File: config.mk
export PLATFORM = sky130hd
export DESIGN_NAME = spmv_mem_arbiter_flat
export DESIGN_NICKNAME = d
export VERILOG_FILES = /design/src/rtl/spmv_mem_arbiter_if.sv /design/src/rtl/spmv_mem_arbiter.sv /design/src/flat_wrapper.sv
export SDC_FILE = /design/constraint.sdc
export NUM_CORES = 1
export LEC_CHECK = 0
export ABC_AREA = 1
export ABC_CLOCK_PERIOD_IN_PS = 3680
export CAP_MARGIN = 5
export CORE_UTILIZATION = 45
export CTS_CLUSTER_SIZE = 8
export DETAILED_ROUTE_END_ITERATION = 8
export PLACE_DENSITY = 0.78
export SLEW_MARGIN = 25
export SYNTH_ARGS = -nofsm -noshare
export SYNTH_HDL_FRONTEND = slang
export SYNTH_SLANG_ARGS = --single-unit
File: constraint.sdc
create_clock -name clk -period 3.68 [get_ports clk]
set_input_delay 0.368 -clock clk [delete_from_list [all_inputs] [get_ports clk]]
set_output_delay 0.368 -clock clk [all_outputs]
set_load 0.05 [all_outputs]
File: src/rtl/spmv_mem_arbiter_if.sv
// Request/response bundle between the SpMV requesters, the store-window config and memory.
// The slave view belongs to the arbiter; the master view drives it.
interface spmv_mem_arbiter_if;
   logic        cfg_load;
   logic [47:0] cfg_base;
   logic [47:0] cfg_end;
   logic        st_valid;
   logic [63:0] st_data;
   logic        st_ready;
   logic        cl_valid;
   logic [47:0] cl_addr;
   logic        cl_ready;
   logic        dl_valid;
   logic [47:0] dl_addr;
   logic [1:0]  dl_tag;
   logic        dl_ready;
   logic        req_mem_ld;
   logic        req_mem_st;
   logic [47:0] req_mem_addr;
   logic [63:0] req_mem_d_or_tag;
   logic        req_mem_stall;
   logic        rsp_mem_push;
   logic        done;
   logic [5:0]  outstanding;
   logic        err;

   modport slave (
      input  cfg_load, cfg_base, cfg_end, st_valid, st_data, cl_valid, cl_addr,
             dl_valid, dl_addr, dl_tag, req_mem_stall, rsp_mem_push,
      output st_ready, cl_ready, dl_ready, req_mem_ld, req_mem_st, req_mem_addr,
             req_mem_d_or_tag, done, outstanding, err
   );

   modport master (
      output cfg_load, cfg_base, cfg_end, st_valid, st_data, cl_valid, cl_addr,
             dl_valid, dl_addr, dl_tag, req_mem_stall, rsp_mem_push,
      input  st_ready, cl_ready, dl_ready, req_mem_ld, req_mem_st, req_mem_addr,
             req_mem_d_or_tag, done, outstanding, err
   );
endinterface

File: src/rtl/spmv_mem_arbiter.sv
// Memory-port arbiter for the SpMV engine: result stores, x-cache loads and decoder loads
// share one registered request port; stores walk a configured address window.
module spmv_mem_arbiter #(
   parameter int STARVE_LIMIT    = 16,
   parameter int MAX_OUTSTANDING = 32
) (
   input  logic              clk,
   input  logic              rst_n,
   spmv_mem_arbiter_if.slave bus
);
   localparam int SW = $clog2(STARVE_LIMIT + 1);

   typedef enum logic [1:0] {
      IDLE = 2'd0,
      RUN  = 2'd1,
      FULL = 2'd2
   } state_t;

   state_t        state_r;
   logic [47:0]   ptr_r;
   logic [47:0]   end_r;
   logic [SW-1:0] starve_r;
   logic [5:0]    out_r;
   logic          err_r;
   logic          done_r;
   logic          ld_r;
   logic          st_r;
   logic [47:0]   addr_r;
   logic [63:0]   data_r;

   logic          ld_ok_s;
   logic          starved_s;
   logic          st_ok_s;
   logic          st_gnt_s;
   logic          cl_gnt_s;
   logic          dl_gnt_s;
   logic          ld_gnt_s;
   logic [47:0]   ptr_next_s;

   // Single-winner grant; a starved decoder jumps ahead of stores and cache loads.
   always_comb begin
      ld_ok_s    = (out_r != 6'(MAX_OUTSTANDING));
      starved_s  = (starve_r == SW'(STARVE_LIMIT));
      st_ok_s    = bus.st_valid && (state_r != IDLE) && !bus.cfg_load;
      ptr_next_s = ptr_r + 48'd8;
      st_gnt_s   = 1'b0;
      cl_gnt_s   = 1'b0;
      dl_gnt_s   = 1'b0;
      if (!rst_n || bus.req_mem_stall) begin
         st_gnt_s = 1'b0;
      end else if (starved_s && bus.dl_valid && ld_ok_s) begin
         dl_gnt_s = 1'b1;
      end else if (st_ok_s) begin
         st_gnt_s = 1'b1;
      end else if (bus.cl_valid && ld_ok_s) begin
         cl_gnt_s = 1'b1;
      end else if (bus.dl_valid && ld_ok_s) begin
         dl_gnt_s = 1'b1;
      end else begin
         st_gnt_s = 1'b0;
      end
      ld_gnt_s = cl_gnt_s || dl_gnt_s;
   end

   // Store-window FSM together with the registered memory request.
   always_ff @(posedge clk or negedge rst_n) begin
      if (!rst_n) begin
         state_r <= IDLE;
         ptr_r   <= 48'd0;
         end_r   <= 48'd0;
         done_r  <= 1'b0;
         ld_r    <= 1'b0;
         st_r    <= 1'b0;
         addr_r  <= 48'd0;
         data_r  <= 64'd0;
      end else begin
         ld_r <= ld_gnt_s;
         st_r <= st_gnt_s && (state_r == RUN);
         if (cl_gnt_s) begin
            addr_r <= bus.cl_addr;
            data_r <= {61'd0, 2'b00, 1'b1};
         end else if (dl_gnt_s) begin
            addr_r <= bus.dl_addr;
            data_r <= {61'd0, bus.dl_tag, 1'b0};
         end else if (st_gnt_s && (state_r == RUN)) begin
            addr_r <= ptr_r;
            data_r <= bus.st_data;
         end else begin
            addr_r <= addr_r;
            data_r <= data_r;
         end
         if (bus.cfg_load) begin
            ptr_r   <= bus.cfg_base;
            end_r   <= bus.cfg_end;
            state_r <= (bus.cfg_base == bus.cfg_end) ? FULL : RUN;
            done_r  <= (bus.cfg_base == bus.cfg_end);
         end else begin
            case (state_r)
               IDLE: done_r <= 1'b0;
               RUN: begin
                  if (st_gnt_s) begin
                     ptr_r <= ptr_next_s;
                     if (ptr_next_s == end_r) begin
                        state_r <= FULL;
                        done_r  <= 1'b1;
                     end else begin
                        done_r  <= 1'b0;
                     end
                  end else begin
                     done_r <= 1'b0;
                  end
               end
               FULL: done_r <= 1'b1;
               default: begin
                  state_r <= IDLE;
                  done_r  <= 1'b0;
               end
            endcase
         end
      end
   end

   // In-flight load count, sticky underflow flag and decoder starvation counter.
   always_ff @(posedge clk or negedge rst_n) begin
      if (!rst_n) begin
         out_r    <= 6'd0;
         err_r    <= 1'b0;
         starve_r <= '0;
      end else begin
         if (bus.rsp_mem_push && (out_r == 6'd0)) begin
            err_r <= 1'b1;
         end else begin
            err_r <= err_r;
         end
         if (ld_gnt_s && !bus.rsp_mem_push) begin
            out_r <= out_r + 6'd1;
         end else if (!ld_gnt_s && bus.rsp_mem_push && (out_r != 6'd0)) begin
            out_r <= out_r - 6'd1;
         end else begin
            out_r <= out_r;
         end
         // A gap in dl_valid ends the denied streak; stalled cycles neither count nor reset it.
         if (dl_gnt_s || !bus.dl_valid) begin
            starve_r <= '0;
         end else if (!bus.req_mem_stall && !starved_s) begin
            starve_r <= starve_r + SW'(1);
         end else begin
            starve_r <= starve_r;
         end
      end
   end

   assign bus.st_ready         = st_gnt_s;
   assign bus.cl_ready         = cl_gnt_s;
   assign bus.dl_ready         = dl_gnt_s;
   assign bus.req_mem_ld       = ld_r;
   assign bus.req_mem_st       = st_r;
   assign bus.req_mem_addr     = addr_r;
   assign bus.req_mem_d_or_tag = data_r;
   assign bus.done             = done_r;
   assign bus.outstanding      = out_r;
   assign bus.err              = err_r;
endmodule

File: src/flat_wrapper.sv
// flat-port wrapper written by rule: the top's interface ports become plain ports
module spmv_mem_arbiter_flat 
#(
   parameter int STARVE_LIMIT    = 16,
   parameter int MAX_OUTSTANDING = 32
)
  (clk, rst_n, bus_cfg_load, bus_cfg_base, bus_cfg_end, bus_st_valid, bus_st_data, bus_cl_valid, bus_cl_addr, bus_dl_valid, bus_dl_addr, bus_dl_tag, bus_req_mem_stall, bus_rsp_mem_push, bus_st_ready, bus_cl_ready, bus_dl_ready, bus_req_mem_ld, bus_req_mem_st, bus_req_mem_addr, bus_req_mem_d_or_tag, bus_done, bus_outstanding, bus_err);
  spmv_mem_arbiter_if bus_i ();
  input  logic clk;
  input  logic rst_n;
  input wire logic [$bits(bus_i.cfg_load)-1:0] bus_cfg_load;
  input wire logic [$bits(bus_i.cfg_base)-1:0] bus_cfg_base;
  input wire logic [$bits(bus_i.cfg_end)-1:0] bus_cfg_end;
  input wire logic [$bits(bus_i.st_valid)-1:0] bus_st_valid;
  input wire logic [$bits(bus_i.st_data)-1:0] bus_st_data;
  input wire logic [$bits(bus_i.cl_valid)-1:0] bus_cl_valid;
  input wire logic [$bits(bus_i.cl_addr)-1:0] bus_cl_addr;
  input wire logic [$bits(bus_i.dl_valid)-1:0] bus_dl_valid;
  input wire logic [$bits(bus_i.dl_addr)-1:0] bus_dl_addr;
  input wire logic [$bits(bus_i.dl_tag)-1:0] bus_dl_tag;
  input wire logic [$bits(bus_i.req_mem_stall)-1:0] bus_req_mem_stall;
  input wire logic [$bits(bus_i.rsp_mem_push)-1:0] bus_rsp_mem_push;
  output wire logic [$bits(bus_i.st_ready)-1:0] bus_st_ready;
  output wire logic [$bits(bus_i.cl_ready)-1:0] bus_cl_ready;
  output wire logic [$bits(bus_i.dl_ready)-1:0] bus_dl_ready;
  output wire logic [$bits(bus_i.req_mem_ld)-1:0] bus_req_mem_ld;
  output wire logic [$bits(bus_i.req_mem_st)-1:0] bus_req_mem_st;
  output wire logic [$bits(bus_i.req_mem_addr)-1:0] bus_req_mem_addr;
  output wire logic [$bits(bus_i.req_mem_d_or_tag)-1:0] bus_req_mem_d_or_tag;
  output wire logic [$bits(bus_i.done)-1:0] bus_done;
  output wire logic [$bits(bus_i.outstanding)-1:0] bus_outstanding;
  output wire logic [$bits(bus_i.err)-1:0] bus_err;
  assign bus_i.cfg_load = bus_cfg_load;
  assign bus_i.cfg_base = bus_cfg_base;
  assign bus_i.cfg_end = bus_cfg_end;
  assign bus_i.st_valid = bus_st_valid;
  assign bus_i.st_data = bus_st_data;
  assign bus_i.cl_valid = bus_cl_valid;
  assign bus_i.cl_addr = bus_cl_addr;
  assign bus_i.dl_valid = bus_dl_valid;
  assign bus_i.dl_addr = bus_dl_addr;
  assign bus_i.dl_tag = bus_dl_tag;
  assign bus_i.req_mem_stall = bus_req_mem_stall;
  assign bus_i.rsp_mem_push = bus_rsp_mem_push;
  assign bus_st_ready = bus_i.st_ready;
  assign bus_cl_ready = bus_i.cl_ready;
  assign bus_dl_ready = bus_i.dl_ready;
  assign bus_req_mem_ld = bus_i.req_mem_ld;
  assign bus_req_mem_st = bus_i.req_mem_st;
  assign bus_req_mem_addr = bus_i.req_mem_addr;
  assign bus_req_mem_d_or_tag = bus_i.req_mem_d_or_tag;
  assign bus_done = bus_i.done;
  assign bus_outstanding = bus_i.outstanding;
  assign bus_err = bus_i.err;
  spmv_mem_arbiter #(.STARVE_LIMIT(STARVE_LIMIT), .MAX_OUTSTANDING(MAX_OUTSTANDING)) u_core (.clk(clk), .rst_n(rst_n), .bus(bus_i));
endmodule
==> key figures <==
Detailed routing
  • Drt first-iter violations: 1201
  • Via count: about 13000
  • Routed Antenna Nets: 0
  • Pre-Repair DR Iteration Count: 6
  • Drt total wl: a little under 50000 um
  • Per-cell routed wire length: approximately 21 um
  • DRC Markers: 0
  • Vias per cell: roughly 5.6

Synthesis
  • Number of synthesized register bits: 225
  • Post-synthesis cell area: roughly 0.013 sq mm
  • Main synth FF type: dfrtp_1
  • Syn_area_per_cell: between 7 and 8 sq um
  • Largest area contributor in the netlist: dfrtp_1
  • Seq/Total Area, Yosys: 0.446
  • Post-Syn Instances: roughly 1600
  • EDFF count, synth: 0
  • Top cells by count, synth: nand2_1, dfrtp_1, nor2_1
  • Top cells by area, synth: dfrtp_1, nand2_1, nor2_1
  • Net Count, Synth: ~1900
  • Synth async-reset ratio: 1.00
  • Top-count cell post-synth: nand2_1
  • Yosys warns: 0
  • Synth top area share: 0.446
  • Library cells used by synthesis: 43

Cells and area
  • Post-Route Utilization: 0.655
  • Nets: 2269
  • Post-Layout Cell Count: ~2400
  • Fraction of layout cells with a size suffix above 1: 0.0516
  • Design Area, Final: roughly 0.018 sq mm
  • FILL cells: between 2000 and 2500
  • Area Overhead vs Synth: 41.3%

CTS
  • H-tree level count: 2
  • CTS clk-pin slew, worst paths: approximately 0.050 ns
  • Post-CTS Setup Inserts: 0
  • CTS Sinks: 225
  • CTS Buf Count: 34
  • CTS Hold Bufs: 0
  • Post-cts resize count: 0
  • Worst-Skew Late Latency: ~0.50 ns
  • CTS tree: yes
  • Clk buf depth: 3
  • Root Buffer: clkbuf_16

Floorplanning
  • Initial Utilization: 0.463
  • Die Area: roughly 0.029 sq mm
  • Die height: 169 um
  • # rows: 60
  • Core Area: around 0.027 sq mm
  • Die X: between 150 and 200 um
  • Io pins: about 390

Pwr
  • Pwr dens: roughly 530 mW/mm^2
  • Pleak: just over 8 nW
  • Total design power: about 9.4 mW
  • Max IR drop VDD: about 0.00030 V

Global routing
  • Tot GR Track Use: 0.338
  • Initial antenna violation count: 9
  • Number of global-route vias before repair: 13015
  • First-pass GRT wire length: approximately 74000 um
  • Grt total ovfl: 0
  • Pin count of the biggest net entering global routing: 105

Timing
  • F_max: 0.300 GHz
  • RSZ-0062 raised after global routing: false
  • Final hold vios: 0
  • Final setup fails: 0
  • Setup Total Neg Slack: 0 ns
  • Worst hold slack: approximately 0.071 ns
  • Final Max Tran Viols: 0
  • Clock Skews: roughly 0.019 ns
  • Period minus WS final: about 3.3 ns
  • Final worst slack: 0.349 ns
  • Tcrit/Tclk final: 0.905
  • Relative slew slack: 0.310
  • Worst slew pin tran: 1.03 ns

Job
  • MaxCap Viol Count: 0

Outcome
  • Status: complete, no violations

Setup path
  • Worst Path Required: just over 4 ns
  • CP arrival: approximately 3.8 ns
  • CP Launch Type: flop
  • Worst-path maximum fanout: 8
  • Setup crit end kind: flop
  • Crit path kind: flop to flop

Placed design
  • Placed insts: 2328
  • # port buffers: a little under 400
  • Post-Place Worst Slack: ~0.4 ns
  • DP HPWL: ~37000 um
  • Placed inst area: approximately 0.017 sq mm
  • GPL Wtd Cong: 0.974

Hold path
  • Hold Crit Class: input port to asynchronous set/reset pin
-- final cells by class --
| class | count | area, sq um | share of cell area |
|---|---|---|---|
| clock inverter | 3 | 41.3 | 0.00231 |
| clock buffer | 36 | 880 | 0.0493 |
| antenna | 8 | 20.0 | 0.00112 |
| inverter | 141 | 529 | 0.0297 |
| sequential | 225 | 5630 | 0.316 |
| timing repair buffer | 408 | 4060 | 0.228 |
| tap | 372 | 465 | 0.0261 |
| multi-input combinational | 1182 | 6210 | 0.348 |
-- path summary, 6_finish.rpt --
kind | startpoint | end | slack [ns] | cells after the start
worst max register to register | u_core.starve_r[0]$_DFFE_PN0P_ | u_core.bus.outstanding[5]$_DFFE_PN0P_ | 0.35 | 19
worst min register to register | u_core.bus.err$_DFFE_PN0P_ | u_core.bus.err$_DFFE_PN0P_ | 0.47 | 1
worst max-delay path | u_core.starve_r[0]$_DFFE_PN0P_ | u_core.bus.outstanding[5]$_DFFE_PN0P_ | 0.35 | 19
worst min-delay path | rst_n | u_core.end_r[21]$_DFFE_PN0P_ | 0.07 | 2
min in group clk | bus_cl_addr[22] | u_core.bus.req_mem_addr[22]$_DFFE_PN0P_ | 0.43 | 3
max in group asynchronous | rst_n | u_core.bus.req_mem_addr[5]$_DFFE_PN0P_ | 2.29 | 3
-- where the power goes --
part / total (mW) / internal [mW] / leakage (nW) / switching (mW)
registers: 3.20 / 2.89 / 2.74 / 0.311
clock network: 2.77 / 1.68 / 0.450 / 1.09
logic: 3.46 / 1.26 / 4.87 / 2.20
-- layer usage --
metal | GRT usage | part of all wire | vias up
li1 | - | - | 6151
met1 | 0.420 | 0.38 | 6286
met2 | 0.570 | 0.48 | 728
met3 | 0.0672 | 0.094 | 130
met4 | 0.148 | 0.041 | 2
met5 | 0 | 0.00027 | -
-- layout by cell type, fill, tap and decap left out, types with 44 or more instances in the layout --
| cell | Yosys | routed |
|---|---|---|
| nand3_1 | 104 | 103 |
| a31oi_1 | 49 | 49 |
| nand2_1 | 461 | 460 |
| o211ai_1 | 44 | 44 |
| xor2_1 | 44 | 44 |
| inv_1 | 129 | 129 |
| o21ai_0 | 73 | 73 |
| a22o_1 | 61 | 61 |
| dfrtp_1 | 225 | 225 |
| clkdlybuf4s50_1 | 0 | 386 |
| nor2_1 | 157 | 156 |
-- sequential cells by signal, summed over array words and instances (netlist names) --
name,flops
u_core.bus.req_mem_d_or_tag,64
u_core.bus.req_mem_addr,48
u_core.end_r,48
u_core.ptr_r,48
u_core.bus.outstanding,6
u_core.starve_r,5
u_core.state_r,2
u_core.bus.done,1
u_core.bus.err,1
u_core.bus.req_mem_ld,1
u_core.bus.req_mem_st,1
-- critical path, cell delays in order (launching register included) --
cell	delay, ns
dfrtp_1	0.39
inv_1	0.08
ha_1	0.15
nand2_1	0.05
nor3_1	0.25
o21bai_1	0.22
nand3_4	0.10
inv_2	0.13
nor2_2	0.07
or2_2	0.35
ha_1	0.37
a21oi_1	0.16
inv_1	0.05
a31oi_1	0.19
or2_2	0.16
nand2_1	0.05
a21oi_1	0.14
o21ai_0	0.08
o21ai_0	0.10
xor2_1	0.15
-- logic make-up (layout without fill, tap and decap cells) --
logic type | after synthesis | in the layout | synth area share
AND/OR/NAND/NOR | 792 | 792 | 0.263
AO/OA/AOI/OAI | 311 | 311 | 0.161
flip-flops | 225 | 225 | 0.446
buffers and inverters | 210 | 588 | 0.0640
XOR/XNOR | 66 | 66 | 0.0524
adder cells (fa/ha/maj) | 11 | 11 | 0.0115
multiplexers | 2 | 2 | 0.00159
other | 0 | 8 | 0
Note: power is estimated with default switching activity, not from simulation.
